File: config.mk
export PLATFORM = sky130hd
export DESIGN_NAME = apb_slave_regfile
export DESIGN_NICKNAME = d
export VERILOG_FILES = /design/src/rtl/apb_pkg.sv /design/src/rtl/apb_slv_decode.sv /design/src/rtl/apb_slave_regfile.sv
export SDC_FILE = /design/constraint.sdc
export NUM_CORES = 1
export LEC_CHECK = 0
export CAP_MARGIN = 20
export CORE_ASPECT_RATIO = 1.25
export CORE_MARGIN = 4
export CORE_UTILIZATION = 35
export CTS_CLUSTER_SIZE = 14
export DETAILED_ROUTE_END_ITERATION = 10
export DONT_BUFFER_PORTS = 1
export PLACE_DENSITY = 0.61
export SLEW_MARGIN = 5
export SYNTH_ARGS = -nofsm -noshare
export SYNTH_HDL_FRONTEND = slang
export SYNTH_SLANG_ARGS = --single-unit
File: constraint.sdc
create_clock -name apb_pclk -period 3 [get_ports apb_pclk]
set_input_delay 0.6 -clock apb_pclk [delete_from_list [all_inputs] [get_ports apb_pclk]]
set_output_delay 0.6 -clock apb_pclk [all_outputs]
set_load 0.1 [all_outputs]
File: src/rtl/apb_pkg.sv
// Shared types and constants for the APB register-file responder.
package apb_pkg;

    typedef enum logic [1:0] {
        IDLE  = 2'd0,
        WAIT  = 2'd1,
        READY = 2'd2
    } apb_slv_state_t;

    localparam int APB_WAIT_CNT_W = 4;

endpackage

File: src/rtl/apb_slv_decode.sv
// Address window decode: maps a byte address to a register hit and word index.
module apb_slv_decode
    import apb_pkg::*;
#(
    parameter int                        APB_ADDR_WIDTH = 32,
    parameter int                        NUM_REGS       = 16,
    parameter logic [APB_ADDR_WIDTH-1:0] BASE_ADDR      = APB_ADDR_WIDTH'(32'h0000_0060),
    parameter int                        IDX_W          = $clog2(NUM_REGS)
) (
    input  logic [APB_ADDR_WIDTH-1:0] apb_paddr,
    output logic                      hit,
    output logic [IDX_W-1:0]          idx
);

    // One extra bit so the window span never wraps for small address widths.
    localparam logic [APB_ADDR_WIDTH:0] SPAN = (APB_ADDR_WIDTH+1)'(NUM_REGS * 4);

    logic [APB_ADDR_WIDTH-1:0] off;

    always_comb begin
        off = apb_paddr - BASE_ADDR;
        hit = ({1'b0, off} < SPAN);
        idx = off[2 +: IDX_W];
    end

endmodule

File: src/rtl/apb_slave_regfile.sv
// APB responder with a bank of read/write registers and optional wait states.
// Wait-state insertion is built only when APB_SLV_WAIT_EN is defined.
//
// state | meaning
// IDLE  | no transfer in progress, waiting for a setup cycle
// WAIT  | counting down inserted wait states (APB_SLV_WAIT_EN only)
// READY | apb_pready high, transfer completes on psel & penable
module apb_slave_regfile
    import apb_pkg::*;
#(
    parameter int                        APB_ADDR_WIDTH = 32,
    parameter int                        APB_DATA_WIDTH = 32,
    parameter int                        NUM_REGS       = 16,
    parameter logic [APB_ADDR_WIDTH-1:0] BASE_ADDR      = APB_ADDR_WIDTH'(32'h0000_0060),
    parameter int                        WAIT_STATES    = 2
) (
    input  logic                      apb_pclk,
    input  logic                      apb_prstn,
    input  logic                      apb_psel,
    input  logic                      apb_penable,
    input  logic                      apb_pwrite,
    input  logic [APB_ADDR_WIDTH-1:0] apb_paddr,
    input  logic [APB_DATA_WIDTH-1:0] apb_wdata,
    output logic                      apb_pready,
    output logic [APB_DATA_WIDTH-1:0] apb_prdata
);

    localparam int IDX_W = $clog2(NUM_REGS);

    if (NUM_REGS < 2 || NUM_REGS > 256 || (NUM_REGS & (NUM_REGS - 1)) != 0) begin : g_bad_num_regs
        $error("NUM_REGS must be a power of two in 2..256");
    end
    if (WAIT_STATES < 0 || WAIT_STATES > 15) begin : g_bad_wait_states
        $error("WAIT_STATES must be in 0..15");
    end

    apb_slv_state_t            state;
    apb_slv_state_t            state_d;
    logic                      hit;
    logic [IDX_W-1:0]          idx;
    logic                      wr_en;
    logic                      ready_d;
    logic [APB_DATA_WIDTH-1:0] prdata_d;
    logic [APB_DATA_WIDTH-1:0] regs [NUM_REGS];

`ifdef APB_SLV_WAIT_EN
    localparam logic [APB_WAIT_CNT_W-1:0] WAIT_INIT = APB_WAIT_CNT_W'(WAIT_STATES);
    logic [APB_WAIT_CNT_W-1:0] cnt;
    logic [APB_WAIT_CNT_W-1:0] cnt_d;
`endif

    apb_slv_decode #(
        .APB_ADDR_WIDTH (APB_ADDR_WIDTH),
        .NUM_REGS       (NUM_REGS),
        .BASE_ADDR      (BASE_ADDR),
        .IDX_W          (IDX_W)
    ) u_decode (
        .apb_paddr (apb_paddr),
        .hit       (hit),
        .idx       (idx)
    );

    always_ff @(posedge apb_pclk or negedge apb_prstn) begin
        if (!apb_prstn) begin
            state <= IDLE;
`ifdef APB_SLV_WAIT_EN
            cnt   <= '0;
`endif
        end else begin
            state <= state_d;
`ifdef APB_SLV_WAIT_EN
            cnt   <= cnt_d;
`endif
        end
    end

    // Dropping psel is a master abort from any state; a stray setup in WAIT/READY is ignored.
    always_comb begin
        state_d = state;
`ifdef APB_SLV_WAIT_EN
        cnt_d   = cnt;
`endif
        if (!apb_psel) begin
            state_d = IDLE;
        end else begin
            case (state)
                IDLE: begin
                    if (!apb_penable) begin
`ifdef APB_SLV_WAIT_EN
                        cnt_d   = WAIT_INIT;
                        state_d = (WAIT_INIT == '0) ? READY : WAIT;
`else
                        state_d = READY;
`endif
                    end
                end
`ifdef APB_SLV_WAIT_EN
                WAIT: begin
                    cnt_d = cnt - 1'b1;
                    if (cnt == APB_WAIT_CNT_W'(1)) begin
                        state_d = READY;
                    end
                end
`endif
                READY: begin
                    if (apb_penable) begin
                        state_d = IDLE;
                    end
                end
                default: state_d = IDLE;
            endcase
        end
    end

    // Read data is captured only on entry to READY and cleared whenever READY is left.
    always_comb begin
        wr_en    = (state == READY) && apb_psel && apb_penable && apb_pwrite && hit;
        ready_d  = (state_d == READY);
        prdata_d = apb_prdata;
        if (state_d != READY) begin
            prdata_d = '0;
        end else if (state != READY) begin
            prdata_d = (!apb_pwrite && hit) ? regs[idx] : '0;
        end
    end

    always_ff @(posedge apb_pclk or negedge apb_prstn) begin
        if (!apb_prstn) begin
            apb_pready <= 1'b0;
            apb_prdata <= '0;
            for (int i = 0; i < NUM_REGS; i++) begin
                regs[i] <= '0;
            end
        end else begin
            apb_pready <= ready_d;
            apb_prdata <= prdata_d;
            if (wr_en) begin
                regs[idx] <= apb_wdata;
            end
        end
    end

endmodule

==> results.toml <==
[outcome]
outcome = "complete, but fails checks"
violations = "hold timing"

[detailed_routing]
drtPass1Iterations = 4
drtIter0Drc = 778
wl_per_cell_um = 24.1
post-route-drc-count = 0
antenna_left = 0
vias = 13813
viasPerCell = 5.38
wirelength_um = 62000

[power]
p_seq_share_pct = 50.9
ir_drop_uv = 429
power_density_nw_per_um2 = 497
power.share.combinational_pct = 1.1
p_sw_share_pct = 20.6
cellLeakagePower_nw = 13.6
clkPwrFrac_pct = 47.9
internal-power_mw = 11.5
netSwitchingPower_mw = 2.99

[yosys]
synth_edf_count = 0
synth_nets = 1630
ys_warn_count = 0
synth.largest_area_cell = "dfrtp_1"
netlist_area_sq_um = 25200
synthFlopType = "dfrtp_1"
syn_inst = 1560
synthTopCellsByArea = "dfrtp_1 54%, mux2_2 16%, mux4_2 14%"
yosysMostFrequentCell = "dfrtp_1"
synth-async-reset-ratio_pct = 100
synth_common_cells = "547 x dfrtp_1, 363 x mux2_2, 160 x mux4_2, 149 x mux2_1, 73 x clkbuf_1"
synth_top_area_share_pct = 54.4
yosysSeqAreaShare_pct = 54.4
synth.distinct_cells = 44
postSynthAreaPerCell_sq_um = 16.1
ys_ff_latch = 547

[sta]
setup_viol = 0
max_freq_ghz = 0.352
fin_hold_ws_ns = -0.327
report.final.hold_viol_count = 547
tightest_slew_ns = 1.11
max_slew_margin_pct = 25.9
final.setup.worst_slack_ns = 0.160
min_period_ns = 2.84
period_share_pct = 94.7
final_max_slew_viol_count = 0
tns_ns = 0
rsz0062_at_grt = "false"
skew_ns = 0.0504

[clock_tree]
htreeDepth = 2
cts_setup_buffers = 0
clk_latency_ns = 0.62
cts.sinks = 547
cts_max_path_buffers = 3
numCtsBuffers = 54
clock-root-buffer = "clkbuf_16"
cts.clk_slew.worst_paths_ns = 0.06
cts_tree = "built"

[floorplanning]
initial_core_util_pct = 35.4
fp.dieW_um = 248
core.rowCount = 109
die_y_um = 308
num_io_pins = 102
core_area_sq_um = 71100
dieArea_sq_um = 76300

[global_routing]
globalRouteOverflowTotal = 0
grt_pass1_wl_um = 95500
grt_max_degree = 548
grt_pass1_vias = 15086
grt_use_total_pct = 16.3
antenna_found_initial = 0

[cells_and_area]
final_nets = 1654
syn_to_final_growth_pct = 15.8
diodes = 0
instances_no_fill = 2566
drive_gt1_share_pct = 48.9
final_area_sq_um = 29200
post-route-util_pct = 41.0

[run]
maxCapViolCount = 0

[worst_setup_path]
startpoint_type = "input port"
critPathMaxFanout = 11
endpoint_kind = "register"
worstSetupPathType = "in -> reg"
reg2reg_depth = 8
arrival_ns = 3.30
crit_required_ns = 3.46

[placed_design]
io_buffers = 0
place_inst = 2471
dp_hpwl_um = 37300
dp_slack_ns = -0.569
dpl_cell_area_sq_um = 27300
gp_congestion = 0.786

[hold_path]
hp-class = "in -> async"
## critical path, stage by stage
cell      delay [ns]
nor4_2          0.31
nand4b_1        0.19
or4_4           0.58
a211o_4         0.46
buf_4           0.23
nor4_4          0.23
buf_4           0.33
mux2_2          0.36
## flip-flops by register name (all words and copies together), names as in the netlist
signal / flops
regs: 512
apb_pready: 1
state: 2
apb_prdata: 32
## cell usage in the layout (no fill, tap or decap), types with 11 or more instances in the layout
| cell type | instances |
|---|---|
| nand3_1 | 11 |
| buf_12 | 36 |
| mux2_1 | 92 |
| clkinv_2 | 12 |
| clkbuf_16 | 55 |
| nand2_1 | 71 |
| dfrtp_1 | 547 |
| nor4_4 | 17 |
| nor2_1 | 14 |
| o31ai_1 | 35 |
| mux2_2 | 303 |
| mux4_2 | 160 |
| mux2_4 | 117 |
| clkbuf_1 | 11 |
| buf_4 | 67 |
## area by class of cell
cell class	instances	area, sq um
inverter	2	7.51
clock buffer	75	1540
clock inverter	20	268
sequential	547	13700
fill	6314	41900
timing repair buffer	104	1230
tap	943	1180
multi-input combinational	875	11200
## final timing paths
check | from | endpoint | slack, ns
max | apb_paddr[13] | regs[383] | 0.16
min | apb_prstn | apb_prdata[23] | -0.33
max reg2reg | state[0] | regs[341] | 0.52
min reg2reg | regs[233] | regs[233] | 0.48
max in group asynchronous | apb_prstn | regs[103] | 2.40
min in group apb_pclk | apb_penable | apb_pready | 0.08
## what timing repair did
action,CTS,global route
resized for setup,0,2
setup endpoints to repair,0,8
endpoints found under the hold margin,547,547
## power by group through the flow
stage                     registers, mW  clock network, mW  logic, mW
after floorplan                    7.52                  0      0.269
after global placement             7.52                  0      0.163
after detailed placement           7.52                  0      0.163
after CTS                          7.38               7.14      0.164
after global routing               7.38               7.45      0.171
final                              7.38               6.95      0.165
## kinds of logic (layout without fill, tap and decap cells)
group,after synthesis,count (layout),share of synthesized area [%]
AO/OA/AOI/OAI,50,50,1.52
adder cells (fa/ha/maj),1,1,0.0497
buffers and inverters,138,201,3.10
flip-flops,547,547,54.4
multiplexers,673,673,37.3
other,1,1,0.0149
AND/OR/NAND/NOR,150,150,3.69
## metrics by stage
stage	total power, mW	hold WS, ns
floorplan	7.79	0.304
global placement	7.68	0.337
detailed placement	7.68	0.335
CTS	14.7	-0.339
global route	15.0	-0.355
finish	14.5	-0.327
## per-layer routing
layer	track usage (%)	part of all wire (%)	wire, um
met3	2.93	4.1	2540
met2	28.5	52	32100
met5	0	0	0
met4	4.36	2.4	1490
met1	20.9	42	25900
(Power assumes the default switching activity.)
